[src/rtl/ext_pkg.sv]
// Shared definitions for the extension unit: operation encodings and lane sizing.
package ext_pkg;

  typedef logic [2:0] mode_t;

  localparam mode_t MODE_SEXT  = 3'b000;
  localparam mode_t MODE_ZEXT  = 3'b001;
  localparam mode_t MODE_UPPER = 3'b010;
  localparam mode_t MODE_WORD  = 3'b011;
  localparam mode_t MODE_LB    = 3'b100;
  localparam mode_t MODE_LBU   = 3'b101;
  localparam mode_t MODE_LH    = 3'b110;
  localparam mode_t MODE_LHU   = 3'b111;

  function automatic int lane_w(int data_w);
    return $clog2(data_w / 8);
  endfunction

endpackage

[src/rtl/ext_unit_if.sv]
// Request/result bundle between a producer stage and the extension unit.
interface ext_unit_if
  import ext_pkg::*;
#(
  parameter int DATA_W = 32,
  parameter int IMM_W  = 16,
  parameter int TAG_W  = 5
) ();
  localparam int LANE_W = lane_w(DATA_W);

  logic              in_valid;
  logic              in_ready;
  mode_t             in_mode;
  logic [IMM_W-1:0]  in_imm;
  logic [DATA_W-1:0] in_data;
  logic [LANE_W-1:0] in_lane;
  logic [TAG_W-1:0]  in_tag;
  logic              out_valid;
  logic              out_ready;
  logic [DATA_W-1:0] out_data;
  logic              out_err;
  logic [TAG_W-1:0]  out_tag;

  modport master (
    output in_valid, in_mode, in_imm, in_data, in_lane, in_tag, out_ready,
    input  in_ready, out_valid, out_data, out_err, out_tag
  );

  modport slave (
    input  in_valid, in_mode, in_imm, in_data, in_lane, in_tag, out_ready,
    output in_ready, out_valid, out_data, out_err, out_tag
  );
endinterface

[src/rtl/ext_core.sv]
// Combinational immediate/load-lane extender; shared by decode and the writeback path.
module ext_core
  import ext_pkg::*;
#(
  parameter int DATA_W     = 32,
  parameter int IMM_W      = 16,
  parameter int BIG_ENDIAN = 0,
  localparam int LANE_W    = lane_w(DATA_W)
) (
  input  mode_t             mode,
  input  logic [IMM_W-1:0]  imm,
  input  logic [DATA_W-1:0] data,
  input  logic [LANE_W-1:0] lane,
  output logic [DATA_W-1:0] res,
  output logic              err
);
  localparam int NB = DATA_W / 8;
  localparam int UW = (IMM_W > 32) ? 32 : IMM_W;

  if (!(DATA_W == 32 || DATA_W == 64)) begin : g_bad_data_w
    $error("ext_core: DATA_W must be 32 or 64");
  end
  if (IMM_W > DATA_W || IMM_W < 1) begin : g_bad_imm_w
    $error("ext_core: IMM_W must be in 1..DATA_W");
  end
  if (DATA_W == 64 && IMM_W > 32) begin : g_bad_upper
    $error("ext_core: UPPER needs IMM_W <= 32 on a 64-bit datapath");
  end

  int          byte_sh;
  int          half_sh;
  int          half_lane;
  logic [7:0]  byte_v;
  logic [15:0] half_v;
  logic [31:0] up32;

  // UPPER always builds a 32-bit LUI word; on 64-bit it is then sign-extended like MIPS64.
  always_comb begin
    half_lane = int'({lane[LANE_W-1:1], 1'b0});
    byte_sh   = (BIG_ENDIAN != 0) ? 8 * (NB - 1 - int'(lane)) : 8 * int'(lane);
    half_sh   = (BIG_ENDIAN != 0) ? 8 * (NB - 2 - half_lane) : 8 * half_lane;
    byte_v    = 8'(data >> byte_sh);
    half_v    = 16'(data >> half_sh);
    up32      = 32'(imm[UW-1:0]) << (32 - UW);
    res       = '0;
    err       = 1'b0;
    case (mode)
      MODE_SEXT:  res = DATA_W'($signed(imm));
      MODE_ZEXT:  res = DATA_W'(imm);
      MODE_UPPER: res = DATA_W'($signed(up32));
      MODE_WORD:  res = data;
      MODE_LB:    res = DATA_W'($signed(byte_v));
      MODE_LBU:   res = DATA_W'(byte_v);
      MODE_LH, MODE_LHU: begin
        if (lane[0]) begin
          err = 1'b1;
        end else if (mode == MODE_LH) begin
          res = DATA_W'($signed(half_v));
        end else begin
          res = DATA_W'(half_v);
        end
      end
      default: res = '0;
    endcase
  end
endmodule

[src/rtl/ext_unit.sv]
// Registered extension unit: ext_core result behind an output register plus one skid entry.
module ext_unit
  import ext_pkg::*;
#(
  parameter int DATA_W     = 32,
  parameter int IMM_W      = 16,
  parameter int TAG_W      = 5,
  parameter int BIG_ENDIAN = 0
) (
  input  logic       clk,
  input  logic       rst_n,
  ext_unit_if.slave  bus
);
  logic [DATA_W-1:0] core_data;
  logic              core_err;

  ext_core #(
    .DATA_W     (DATA_W),
    .IMM_W      (IMM_W),
    .BIG_ENDIAN (BIG_ENDIAN)
  ) u_core (
    .mode (bus.in_mode),
    .imm  (bus.in_imm),
    .data (bus.in_data),
    .lane (bus.in_lane),
    .res  (core_data),
    .err  (core_err)
  );

  logic              out_valid_q, out_valid_d;
  logic [DATA_W-1:0] out_data_q,  out_data_d;
  logic              out_err_q,   out_err_d;
  logic [TAG_W-1:0]  out_tag_q,   out_tag_d;
  logic              skid_valid_q, skid_valid_d;
  logic [DATA_W-1:0] skid_data_q,  skid_data_d;
  logic              skid_err_q,   skid_err_d;
  logic [TAG_W-1:0]  skid_tag_q,   skid_tag_d;
  logic              in_ready_q,   in_ready_d;
  logic              accept;
  logic              out_free;

  // A waiting skid entry always goes to OUT before any new input, preserving order.
  always_comb begin
    out_valid_d  = out_valid_q;
    out_data_d   = out_data_q;
    out_err_d    = out_err_q;
    out_tag_d    = out_tag_q;
    skid_valid_d = skid_valid_q;
    skid_data_d  = skid_data_q;
    skid_err_d   = skid_err_q;
    skid_tag_d   = skid_tag_q;
    accept       = bus.in_valid & in_ready_q;
    out_free     = !out_valid_q | bus.out_ready;
    if (out_free) begin
      if (skid_valid_q) begin
        out_valid_d  = 1'b1;
        out_data_d   = skid_data_q;
        out_err_d    = skid_err_q;
        out_tag_d    = skid_tag_q;
        skid_valid_d = accept;
        if (accept) begin
          skid_data_d = core_data;
          skid_err_d  = core_err;
          skid_tag_d  = bus.in_tag;
        end
      end else begin
        out_valid_d = accept;
        if (accept) begin
          out_data_d = core_data;
          out_err_d  = core_err;
          out_tag_d  = bus.in_tag;
        end
      end
    end else if (accept) begin
      skid_valid_d = 1'b1;
      skid_data_d  = core_data;
      skid_err_d   = core_err;
      skid_tag_d   = bus.in_tag;
    end
    in_ready_d = !skid_valid_d;
  end

  always_ff @(posedge clk) begin
    if (!rst_n) begin
      out_valid_q  <= 1'b0;
      out_data_q   <= '0;
      out_err_q    <= 1'b0;
      out_tag_q    <= '0;
      skid_valid_q <= 1'b0;
      skid_data_q  <= '0;
      skid_err_q   <= 1'b0;
      skid_tag_q   <= '0;
      in_ready_q   <= 1'b0;
    end else begin
      out_valid_q  <= out_valid_d;
      out_data_q   <= out_data_d;
      out_err_q    <= out_err_d;
      out_tag_q    <= out_tag_d;
      skid_valid_q <= skid_valid_d;
      skid_data_q  <= skid_data_d;
      skid_err_q   <= skid_err_d;
      skid_tag_q   <= skid_tag_d;
      in_ready_q   <= in_ready_d;
    end
  end

  assign bus.in_ready  = in_ready_q;
  assign bus.out_valid = out_valid_q;
  assign bus.out_data  = out_data_q;
  assign bus.out_err   = out_err_q;
  assign bus.out_tag   = out_tag_q;
endmodule

[src/flat_wrapper.sv]
// flat-port wrapper written by rule: the top's interface ports become plain ports
module ext_unit_flat import ext_pkg::*;
#(
  parameter int DATA_W     = 32,
  parameter int IMM_W      = 16,
  parameter int TAG_W      = 5,
  parameter int BIG_ENDIAN = 0
)
  (clk, rst_n, bus_in_valid, bus_in_mode, bus_in_imm, bus_in_data, bus_in_lane, bus_in_tag, bus_out_ready, bus_in_ready, bus_out_valid, bus_out_data, bus_out_err, bus_out_tag);
  ext_unit_if #(.DATA_W(DATA_W), .IMM_W(IMM_W), .TAG_W(TAG_W)) bus_i ();
  input  logic clk;
  input  logic rst_n;
  input wire logic [$bits(bus_i.in_valid)-1:0] bus_in_valid;
  input wire logic [$bits(bus_i.in_mode)-1:0] bus_in_mode;
  input wire logic [$bits(bus_i.in_imm)-1:0] bus_in_imm;
  input wire logic [$bits(bus_i.in_data)-1:0] bus_in_data;
  input wire logic [$bits(bus_i.in_lane)-1:0] bus_in_lane;
  input wire logic [$bits(bus_i.in_tag)-1:0] bus_in_tag;
  input wire logic [$bits(bus_i.out_ready)-1:0] bus_out_ready;
  output wire logic [$bits(bus_i.in_ready)-1:0] bus_in_ready;
  output wire logic [$bits(bus_i.out_valid)-1:0] bus_out_valid;
  output wire logic [$bits(bus_i.out_data)-1:0] bus_out_data;
  output wire logic [$bits(bus_i.out_err)-1:0] bus_out_err;
  output wire logic [$bits(bus_i.out_tag)-1:0] bus_out_tag;
  assign bus_i.in_valid = bus_in_valid;
  assign bus_i.in_mode = bus_in_mode;
  assign bus_i.in_imm = bus_in_imm;
  assign bus_i.in_data = bus_in_data;
  assign bus_i.in_lane = bus_in_lane;
  assign bus_i.in_tag = bus_in_tag;
  assign bus_i.out_ready = bus_out_ready;
  assign bus_in_ready = bus_i.in_ready;
  assign bus_out_valid = bus_i.out_valid;
  assign bus_out_data = bus_i.out_data;
  assign bus_out_err = bus_i.out_err;
  assign bus_out_tag = bus_i.out_tag;
  ext_unit #(.DATA_W(DATA_W), .IMM_W(IMM_W), .TAG_W(TAG_W), .BIG_ENDIAN(BIG_ENDIAN)) u_core (.clk(clk), .rst_n(rst_n), .bus(bus_i));
endmodule
[config.mk]
export PLATFORM = sky130hd
export DESIGN_NAME = ext_unit_flat
export DESIGN_NICKNAME = d
export VERILOG_FILES = /design/src/rtl/ext_pkg.sv /design/src/rtl/ext_unit_if.sv /design/src/rtl/ext_core.sv /design/src/rtl/ext_unit.sv /design/src/flat_wrapper.sv
export SDC_FILE = /design/constraint.sdc
export NUM_CORES = 1
export LEC_CHECK = 0
export ABC_AREA = 1
export BUFFER_PORTS_ARGS = -buffer_cell sky130_fd_sc_hd__buf_2
export CORE_ASPECT_RATIO = 1.2
export CORE_MARGIN = 5
export CORE_UTILIZATION = 50
export DETAILED_ROUTE_END_ITERATION = 8
export PLACE_DENSITY = 0.8
export SYNTH_ARGS = -nofsm -noshare
export SYNTH_HDL_FRONTEND = slang
export SYNTH_HIERARCHICAL = 1
export SYNTH_SLANG_ARGS = --single-unit
[constraint.sdc]
create_clock -name clk -period 1.3 [get_ports clk]
set_clock_uncertainty 0.15 [all_clocks]
set_input_delay 0.065 -clock clk [delete_from_list [all_inputs] [get_ports clk]]
set_output_delay 0.065 -clock clk [all_outputs]
set_load 0.1 [all_outputs]
# ---- Word-level counts from Yosys, hierarchy flattened
# Index checks and enable logic that the tools add are counted.
# Widths: inputs -> output; s select.
dict set report word_totals {
  latchBits 0
  mem_count 0
  mem_bits_ro 0
  word_cells 51
  ram_bits 0
  inputBits 62
  register_bits 79
  output_inout_bits 40
}
dict set report classes {
  eq_ne 8
  reduce_logical 6
  n_mux 24
  shifts 2
  order_cmp 0
  add_sub_neg 0
  n_bitwise 2
  n_div 0
  mul 0
}
# operator count
set op_table {}
lappend op_table {{$mux 32} 7}
lappend op_table {{$pmux 32 s7} 1}
lappend op_table {{$shr 32x5->16} 1}
lappend op_table {{$shr 32x5->8} 1}
lappend op_table {{$mux 5} 5}
lappend op_table {{$eq 3x3->1 const B} 4}
lappend op_table {{$mux 1} 11}
lappend op_table {{$eq 3x2->1 const B} 2}
lappend op_table {{$eq 3x1->1 const B} 1}
lappend op_table {{$logic_not 3->1} 1}
lappend op_table {{$logic_not 1->1} 2}
lappend op_table {{$ne 2x1->1 const B} 1}
lappend op_table {{$reduce_and 2->1} 1}
lappend op_table {{$reduce_bool 2->1} 1}
lappend op_table {{$reduce_or 2->1} 1}
lappend op_table {{$and 1x1->1} 1}
lappend op_table {{$or 1x1->1} 1}

# ---- Longest topological paths before layout
# Gate-level depths: netlist (run 1).
dict set report depth {
  depth_word 7
  depth_mapped 11
  ltp_nobuf 11
}

# ---- Cells and area by module
# The synthesis (run 1) kept the hierarchy.
# mod cells_per_inst area_each_um2 seq_area_each_um2 n_inst
set by_module_without_submodules {}
lappend by_module_without_submodules {ext_unit 591 3741.1 1581.5 1}
lappend by_module_without_submodules {ext_core 243 1193.6 0.0 1}

# ---- Worst setup path before layout (run 1)
# Ideal clock, no wire load.
dict set report synth_path {
  path_kind {register -> register}
  start {register u_core.in_ready_q (netlist: u_core/bus.in_ready)}
  end {register u_core.out_data_q[10] (netlist: u_core/bus.out_data[10])}
  setup_time_ps 113
  path_stages_with_launch 8
  arrival_time_ps 1708
  slack_ps -671
  period_less_slack_ps 1971
  required_ps 1037
  n_path_buf 2
  cell_sequence {dfxtp_1 nand2_1 nand2_1 nand2_1 buf_4 buf_6 nor2_1 nor2_1}
}
dict set report synth_between {
  elab_chain_cells 3
}
# item line
set synth_lines {}
lappend synth_lines {{start: declaration} ext_unit.sv:38} ;# logic in_ready_q, in_ready_d;
lappend synth_lines {{start signal: assignment} ext_unit.sv:103} ;# in_ready_q <= in_ready_d;
lappend synth_lines {{$and 1x1->1} ext_unit.sv:52} ;# accept = bus.in_valid & in_ready_q;
lappend synth_lines {{$reduce_bool 2->1 (no line)} -}
lappend synth_lines {{$reduce_and 2->1 (no line)} -}
lappend synth_lines {{end signal: assignment} ext_unit.sv:96} ;# out_data_q <= out_data_d;
lappend synth_lines {{end: declaration} ext_unit.sv:31} ;# logic [DATA_W-1:0] out_data_q, out_data_d;
# No other way between the ends.
# A chain may end at the register's enable or synchronous reset.

# ---- Final worst setup path (run 1)
dict set report layout_path {
  start {register u_core.skid_valid_q}
  end {register u_core.out_data_q[25] (netlist: u_core/bus.out_data[25])}
}
dict set report layout_between {
  elab_chain_cells 2
  elab_cells_between_ends 3
  classes_between {1 x mux; 2 x reduce/logical}
}
# item line
set layout_lines {}
lappend layout_lines {{start: declaration} ext_unit.sv:34} ;# logic skid_valid_q, skid_valid_d;
lappend layout_lines {{start signal: assignment} ext_unit.sv:99} ;# skid_valid_q <= skid_valid_d;
lappend layout_lines {{$reduce_bool 2->1 (no line)} -}
lappend layout_lines {{$reduce_and 2->1 (no line)} -}
# Several ways; a longest one is shown, not always the timed one.

==> results.md, run 1 <==
* Outcome: finished, violations left
* R2R Path End: u_core/bus.out_data[25]
* Power consumption at 7.95 mW
* Int Pwr at 5.28 mW
* First-pass GRT wire length at 23.2 mm
* Worst Reg-to-Reg Cells at 8
* Num ports at 102
* Failing checks: negative hold slack, negative setup slack
* Synth unique cells at 20
* Die area at 12000 um^2
* Max_cap viols at 0
* Clock period minus worst slack at 1.32 ns
* Clock slew at reported path FFs at 0.06 ns
* Fin crit share at 1.01
* Final Hold Fails at 3
* Fillers at 781
* Worst Hold Class: input pin to flip-flop
* Syn Inst Count at approximately 830
* RSZ-0062 raised after global routing: yes
* Design area at 7010 um^2
* Final wirelength at roughly 16 mm
* Initial Utilization at 0.513
* Worst hold endpoint: u_core/skid_valid_q
* Yosys Warn Count at 6
* H-tree depth at 3
* Max Transition Viols Final at 0
* Post-route ant nets at 0
* Setup ws final at -0.0155 ns
* Routability cong. at 0.980
* #FFs+latches synth at 79
* GRT Max-Usage Layer: met2
* PortBufs at 101
* Core Rows at 39
* Worst endpoint data arrival time at approximately 1.4 ns
* Crit path max fanout at 5
* Met3 usage at 0.0503
* Post-Syn Area at roughly 4900 um^2
* Ant diodes at 0
* CP Cell Sequence: inv_4 -> nand2_4 -> nand2_4 -> buf_6 -> clkbuf_16 -> nand2_1 -> nand2_1 -> nor2_1
* Sw Share at 0.336
* CTS root buffer: clkbuf_16
* Crit. End Element: flip-flop
* Largest net degree at the start of global routing at 51
* Hold Startpoint: bus_out_ready
* CTS tree: done
* Placed cell area at between 6000 and 7000 um^2
* GR Layer Usage met1 at 0.315
* Reg power frac at 0.334
* Net Switching at between 2 and 3 mW
* Remaining global-route overflow at 0
* Peak supply drop at 0.685 mV
* Chip height at 119 um
* Clock buffer depth at 2
* Vias in the first global route at 5031
* Initial antenna violation count at 0
* Combinational fraction of design power at 0.305
* Number of iterations in the first detailed-routing pass at 5
* Via count at around 5700
* P per Cell Area at 1130 nW/um^2
* Slowest stage delay, CP at 0.36 ns
* P_leak at 3.49 nW
* Final nets at a little over 1000
* CP required at around 1.4 ns
* Critical path launch point type: flip-flop
* Num CTS Buffers at 9
* Area Overhead vs Synth at 42.0%
* Residual DRC at 0
* Initial DRC count at 605
* GRT met2 Usage at 0.364
* Worst reg2reg setup slack at -0.02 ns
* Non-Filler Instances at 1088
* Syn nets at 896
* Clock net sink count at 79
* Worst slew pin tran at about 0.32 ns
* Worst-skew pair later-pin latency at 0.34 ns
* Clock power frac at 0.361
* Layout cell share with drive strength beyond 1 at 0.285
* GRT Resource Usage Total at 0.234
* CP max stage cell: dfxtp_4
* Worst slew margin at 0.782
* # setup viols final at 4
* Avg WL per Cell at 14.5 um
* Hold path depth at 4
* Fmax at ~760 MHz
* Drt via density at ~5.3
* DP Wirelength at 9.81 mm
* Crit Path Category: flip-flop to flip-flop
* Post-synthesis sequential area ratio at 0.320
* Worst hold margin at -0.0630 ns
* Die width at slightly above 100 um
* Hold_buf cts at 5
* Avg Cell Area, Syn at 5.92 um^2
* Placed cells at 1052
* Placeable Area at 9610 um^2
* Reg2reg start: u_core/skid_valid_q
[worst max-delay path by stage]
stage                                        from                 endpoint  slack [ns]
after floorplan               u_core/bus.in_ready  u_core/bus.out_data[10]        -0.1
after global placement             bus_in_mode[1]   u_core/bus.out_data[8]       -0.40
after detailed placement           bus_in_mode[1]   u_core/bus.out_data[8]       -0.40
after CTS                 u_core/bus.out_data[28]         bus_out_data[28]      0.0008
after global routing               bus_in_mode[1]  u_core/bus.out_data[31]       -0.07
final                         u_core/skid_valid_q  u_core/bus.out_data[25]       -0.02
[cells in the final DEF (no fill, tap or decap), drive strengths merged]
master,instances
clkbuf,29
dfxtp,79
nor2,130
dlygate4sd3,5
nand4,49
bufinv,2
o21ai,45
nand2,245
nand3b,1
buf,154
a21oi,47
inv,109
nand3,70
[cells by family after synthesis]
family | share of synthesized area
and+or+nand+nor | 0.432
buffers and inverters | 0.154
AOI/OAI and AO/OA | 0.0933
DFF | 0.320
[routing by layer]
metal	up-vias	share of wire
li1	2869	-
met1	2525	0.42
met2	286	0.47
met3	42	0.082
met4	0	0.034
met5	-	0
[synth_stat cells]
cell	number	area (um^2)
nand2_1	242	908
nor2_1	128	480
inv_1	104	390
dfxtp_1	79	1580
nand3_1	67	335
nand4_1	49	307
a21oi_1	47	235
o21ai_0	34	170
buf_2	24	120
clkbuf_1	16	60.1
o21ai_1	11	55.1
buf_4	9	67.6
buf_6	9	101
inv_2	5	18.8
nand2_2	3	18.8
nand3_2	3	30.0
buf_1	1	3.75
nand3b_4	1	20.0
nor2_4	1	11.3
nor2_8	1	20.0
[state kept, by name, indices dropped and copies added (netlist names)]
signal	cells
u_core/bus.in_ready	1
u_core/bus.out_data	32
u_core/bus.out_err	1
u_core/bus.out_tag	5
u_core/bus.out_valid	1
u_core/skid_data_q	32
u_core/skid_err_q	1
u_core/skid_tag_q	5
u_core/skid_valid_q	1
[power by group through the flow]
stage / Sequential, mW / Clock [mW] / Combinational (mW)
CTS: 2.65 / 2.88 / 2.18
detailed placement: 2.70 / 0 / 2.13
global route: 2.66 / 3.00 / 2.58
finish: 2.65 / 2.87 / 2.42
global placement: 2.70 / 0 / 2.12
floorplan: 3.38 / 0 / 0.810
[repair_timing]
action,in CTS,in global routing
endpoints found under the setup margin,19,69
gates cloned,0,11
pin swaps,0,7
gates resized for setup,19,69
setup buffers,0,5
hold endpoints to repair,13,2
[critical path, delay by kind of cell (launching register included)]
kind / cells / cell delay [ns]
simple gates: 5 / 0.32
flops: 1 / 0.36
buf+inv: 3 / 0.38
[area by class of cell]
type	instances	area, um^2	share of cell area
well taps	123	154	0.0220
inverters	109	417	0.0595
flip-flops and latches	79	1640	0.234
multi-input cells	587	2750	0.392
repair buffers	175	1710	0.244
clock inverters	2	60.1	0.00857
clock buffers	13	282	0.0402
[through the flow]
stage	setup TNS, ns	utilization	setup WS [ns]	hold slack, ns
detailed placement	-12.01	0.635	-0.397	0.243
finish	-0.0314	0.729	-0.0155	-0.0630
global placement	-10.73	0.635	-0.400	0.238
floorplan	-3.81	-	-0.0969	0.139
global route	-0.755	0.729	-0.0664	-0.0695
CTS	0	0.681	0.000822	-0.103
Power figures use the tool's default switching activity.
==> run 2: changes to the inputs <==
Settings changed: CORE_ASPECT_RATIO 1.2 to unset, PLACE_DENSITY 0.8 to 0.77.
==> run 2 against run 1 <==
  * The flow finishes with violations (negative hold slack)
  * Sequential power barely moved
  * Clock power fell by 28%
  * Sequential share of layout area rose by 0.92 points
  * Maximum frequency rose by 3.8%
  * Worst setup slack improved by 0.048 ns
  * Routed wire length fell by 0.84%
  * Count of clock-buffer cells in the layout fell by 3
  * Register-to-register slack improved by 0.05 ns
  * Total power fell by 11%
  * Largest cell class unchanged
==> results.md, run 2 (synthesized netlist as in run 1, its figures left out) <==
* Outcome: finished, violations left
* Failing checks: negative hold slack
* Final wirelength at 15.6 mm
* GRT Max-Usage Layer: met2
* RSZ-0062 raised after global routing: yes
* Clock buffer depth at 2
* Power consumption at between 7 and 8 mW
* R2R Path End: u_core/skid_data_q[13]
* Vias in the first global route at 5118
* Drt via density at 5.25
* CTS root buffer: clkbuf_8
* Via count at 5687
* Clock slew at reported path FFs at 0.09 ns
* Ant diodes at 0
* Post-route ant nets at 0
* Core Rows at 36
* Worst hold margin at -0.0160 ns
* Pre-CTS WS at -0.282 ns
* Die area at 12000 um^2
* CP required at between 1 and 1.5 ns
* Crit. End Element: flip-flop
* Crit path max fanout at 30
* Max_cap viols at 0
* Worst setup path end: u_core/skid_data_q[13]
* Avg WL per Cell at 14.4 um
* Worst slew pin tran at 0.332 ns
* Worst reg2reg setup slack at 0.03 ns
* Num CTS Buffers at 9
* Initial antenna violation count at 0
* Largest net degree at the start of global routing at 44
* # setup viols final at 0
* Chip height at 109 um
* Met3 usage at 0.0399
* DP Wirelength at 10.3 mm
* Reg2reg start: u_core/bus.out_valid
* Worst setup startpoint: u_core/bus.out_valid
* P per Cell Area at 1050 nW/um^2
* Residual DRC at 0
* Final core occ at 0.696
* CTS tree: done
* Commonest cells after routing, fill and taps aside: nand2_1, nor2_1, inv_1
* Final Hold Fails at 2
* Worst endpoint data arrival time at about 1.4 ns
* Fin crit share at 0.975
* Area Overhead vs Synth at 36.6%
* H-tree depth at 3
* Max Transition Viols Final at 0
* Worst Reg-to-Reg Cells at 6
* Post-CTS Setup Repair Bufs at 0
* Die width at 109 um
* Clock period minus worst slack at 1.27 ns
* PortBufs at 101
* GRT Resource Usage Total at 0.244
* Placeable Area at 9680 um^2
* Worst-skew pair later-pin latency at 0.36 ns
* Initial Utilization at 0.510
* Crit Path Category: flip-flop to flip-flop
* Number of iterations in the first detailed-routing pass at 5
* Routability cong. at 0.961
* Peak supply drop at 0.582 mV
* Final nets at between 1000 and 1500
* Commonest non-fill, non-tap cell in the layout: nand2_1
* Worst slew margin at 0.779
* Worst Hold Class: input pin to flip-flop
* Num ports at about 100
* Setup ws final at roughly 0.032 ns
* Remaining global-route overflow at 0
* GR Layer Usage met1 at 0.309
* Layout cell share with drive strength beyond 1 at 0.249
* Initial DRC count at 507
* First-pass GRT wire length at approximately 23 mm
* Critical path launch point type: flip-flop
* GRT met2 Usage at 0.428
* Fmax at 789 MHz
* Clock net sink count at 79
* P_leak at 3.35 nW
[run 2: power breakdown]
part	internal (mW)	total (mW)	switching, mW
sequential	2.56	2.65	0.0965
clock	1.10	2.08	0.975
combinational	0.786	2.34	1.56
total	4.44	7.07	2.63
[run 2: area by class of cell]
type,instances,area [um^2]
fill,839,2940
clock inverter,6,93.8
tap,133,166
timing repair buffer,159,1590
inverter,109,419
clock buffer,10,128
multi-input combinational,588,2710
sequential,79,1640
[run 2: worst min path at each step]
stage | from | to | slack [ns] | depth (start not counted)
final | bus_out_ready | u_core/skid_valid_q | -0.02 | 4
after detailed placement | bus_out_ready | u_core/bus.out_valid | 0.25 | 4
after global routing | bus_out_ready | u_core/bus.out_valid | 0.03 | 4
after global placement | bus_out_ready | u_core/bus.out_valid | 0.25 | 4
after CTS | bus_out_ready | u_core/bus.out_valid | -0.09 | 4
after floorplan | bus_out_ready | u_core/bus.out_valid | 0.14 | 3
[run 2: repair_timing]
action                                  CTS  global route
endpoints found under the hold margin    12             0
cloned                                    0             9
endpoints found under the setup margin   20            66
pin swaps                                 0             3
resized for setup                        20            26
hold buffers                              6             0
[run 2: metal layers]
layer | share of wire | wire, um
met1 | 0.42 | 6510
met2 | 0.49 | 7730
met3 | 0.068 | 1060
met4 | 0.023 | 358
met5 | 0 | 0
[run 2: critical path, stage by stage (launching register included)]
cell and delay (ns):
dfxtp_4 0.40, nand2_8 0.09, nand2_8 0.11, buf_12 0.17, nand3_1 0.10, nand2_1 0.07
nor2_1 0.05
[run 2: metrics by stage]
stage / hold WS (ns) / cell area (um^2) / std cells / TNS, ns
6_report: -0.0160 / 6740 / 1084 / 0
5_1_grt: 0.0265 / 6740 / 1084 / -0.0905
4_1_cts: -0.0938 / 6460 / 1075 / 0
3_5_place_dp: 0.254 / 6130 / 1053 / -7.77
3_3_place_gp: 0.247 / 6130 / 1053 / -7.21
2_1_floorplan: 0.139 / 5070 / 834 / -3.81
==> run 3: changes to the inputs <==
Settings changed: ABC_AREA 1 to 0.
==> run 3 against run 2 <==
  * The run ends with negative setup slack left
  * Count of clock-buffer cells in the layout rose by 1
  * Routed wire length rose by 14%
  * Worst setup slack got worse by 0.23 ns
  * First-iteration DRC count rose by 21%
  * Critical path type unchanged
==> results.md, run 3 <==
* Failing checks: negative setup slack
* Most frequent cell after synthesis: mux2i_1
* Peak supply drop at between 0.7 and 0.8 mV
* Yosys Warn Count at 6
* Clock period minus worst slack at 1.50 ns
* Worst reg2reg setup slack at -0.20 ns
* Commonest cells after routing, fill and taps aside: mux2i_1, nand2_1, dfxtp_1
* Placeable Area at 9240 um^2
* Commonest non-fill, non-tap cell in the layout: mux2i_1
* Drt via density at about 6.3
* Net Switching at 2.51 mW
* Syn nets at ~580
* Clock slew at reported path FFs at 0.08 ns
* Largest net degree at the start of global routing at 40
* Slowest stage delay, CP at 0.43 ns
* P_leak at 3.10 nW
* Buf/Inv on CP at 2
* Setup ws final at -0.198 ns
* Worst endpoint data arrival time at 1.62 ns
* Syn Inst Count at 517
* Die area at 11500 um^2
* Reg power frac at 0.389
* Post-synth EDFFs at 0
* Worst setup path end: u_core/bus.out_data[9]
* Clock power frac at 0.251
* Vias in the first global route at 4510
* Fmax at 667 MHz
* Area Overhead vs Synth at 50.0%
* Post-Syn Area at 4720 um^2
* Worst slew margin at 0.690
* Crit Path Category: flip-flop to flip-flop
* CP max stage cell: dfxtp_4
* Fin crit share at 1.15
* TNS Setup at -6.12 ns
* Pre-CTS WS at -0.659 ns
* Final nets at 724
* Clock net sink count at between 70 and 80
* Layout cell share with drive strength beyond 1 at 0.378
* Remaining global-route overflow at 0
* Instance count on the critical path at 5
* Number of iterations in the first detailed-routing pass at 6
* Core Rows at 35
* Post-synth top area share at 0.335
* CP required at approximately 1.4 ns
* Worst setup startpoint: u_core/skid_valid_q
* Async S/R FF share, synth at 0
* Num ports at 102
* Avg Cell Area, Syn at 9.13 um^2
* Max_cap viols at 0
* Critical path launch point type: flip-flop
* Chip height at 107 um
* Clock buffer depth at 2
* Initial Utilization at 0.511
* Die width at between 100 and 150 um
* Post-route ant nets at 0
* RSZ-0062 raised after global routing: yes
* Synth cell count leaders: mux2i_1, nand2_1, dfxtp_1
* Routability cong. at 0.933
* H-tree depth at 3
* R2R Path End: u_core/bus.out_data[9]
* Residual DRC at 0
* P per Cell Area at between 900 and 1000 nW/um^2
* Critical path's top delay family: flip-flops
* CP Cell Sequence: buf_12 -> buf_12 -> mux2i_1 -> nand3_1 -> o211a_1
* DP Wirelength at 9.63 mm
* Ys flop type: dfxtp_1
* #FFs+latches synth at 79
* Initial DRC count at 615
* Final wirelength at 17.8 mm
* Combinational fraction of design power at 0.361
* Worst Hold Class: input pin to flip-flop
* # setup viols final at 78
* Outcome: finished, violations left
* Initial antenna violation count at 0
* Area contributors post-synth: dfxtp_1, mux2i_1, o211a_1, nand2_1, mux2_2
* Crit path max fanout at 8
* First-pass GRT wire length at 23.1 mm
* Worst Reg-to-Reg Cells at 5
* Via count at 5036
* Num CTS Buffers at 9
* PortBufs at 101
* Worst-skew pair later-pin latency at 0.37 ns
* Worst slew pin tran at 0.460 ns
* Yosys top cell by area: dfxtp_1
* Avg WL per Cell at roughly 22 um
* Crit. End Element: flip-flop
* CTS root buffer: clkbuf_8
* Reg2reg start: u_core/skid_valid_q
* Sw Share at 0.371
* GRT Resource Usage Total at 0.252
* Max Transition Viols Final at 0
* Int Pwr at about 4.3 mW
* CTS tree: done
* Final Hold Fails at 0
* Synth unique cells at 38
* Post-synthesis sequential area ratio at 0.335
* Most used cell, CP: buf_12
* Ant diodes at 0
run 3: worst min-delay path by stage:
stage	startpoint	end	slack (ns)	cells after the start
floorplan	bus_in_tag[0]	u_core/skid_tag_q[0]	0.06	2
global placement	bus_in_tag[2]	u_core/skid_tag_q[2]	0.18	3
detailed placement	bus_in_tag[0]	u_core/skid_tag_q[0]	0.18	3
CTS	bus_in_valid	u_core/skid_valid_q	-0.08	3
global route	bus_in_mode[2]	u_core/skid_data_q[1]	0.08	4
finish	bus_in_mode[2]	u_core/skid_data_q[1]	0.08	4
run 3: logic make-up (layout without fill, tap and decap cells):
| logic type | after synthesis | count (layout) | synth area share |
|---|---|---|---|
| AOI/OAI and AO/OA | 115 | 115 | 0.193 |
| muxes | 110 | 110 | 0.239 |
| DFF | 79 | 79 | 0.335 |
| and+or+nand+nor | 157 | 160 | 0.165 |
| buffers and inverters | 56 | 203 | 0.0684 |
run 3: worst register-to-register path, stage by stage, from the launching register on:
cell,delay [ns]
dfxtp_4,0.43
buf_12,0.17
buf_12,0.13
mux2i_1,0.26
nand3_1,0.14
o211a_1,0.13
run 3: area by class of cell:
type | count | area, um^2
tap | 129 | 161
timing repair buffer | 187 | 2170
clock buffer | 11 | 141
clock inverter | 5 | 33.8
multi-input combinational | 385 | 2980
fill | 531 | 2160
sequential | 79 | 1590
run 3: power groups by stage:
stage	Combinational, mW	Sequential (mW)	Clock [mW]
after global placement	2.09	2.68	0
final	2.44	2.63	1.70
after detailed placement	2.11	2.68	0
after CTS	2.20	2.63	1.70
after floorplan	0.731	3.29	0
after global routing	2.52	2.64	1.82
run 3: stage by stage:
step	area, um^2	cells	hold slack (ns)	utilization	power [mW]
floorplan	4800	517	0.0571	-	4.02
global placement	6170	740	0.175	0.668	4.77
detailed placement	6170	740	0.183	0.668	4.80
CTS	6630	773	-0.0795	0.717	6.52
global route	7080	796	0.0813	0.766	6.98
finish	7080	796	0.0776	0.766	6.77
run 3: repair_timing:
action | CTS | global route
gates resized for setup | 16 | 42
hold buffers | 6 | 1
pin swaps | 6 | 20
setup endpoints to repair | 80 | 75
cloned | 1 | 11
hold endpoints to repair | 27 | 2
setup buffers | 10 | 11
run 3: metal layers:
| layer | vias up | wire length (um) | global-route usage |
|---|---|---|---|
| met1 | 2390 | 6770 | 0.304 |
| li1 | 2170 | - | - |
| met3 | 108 | 1760 | 0.0638 |
| met2 | 368 | 8410 | 0.429 |
| met4 | 0 | 890 | 0.0986 |
| met5 | - | 0 | 0 |
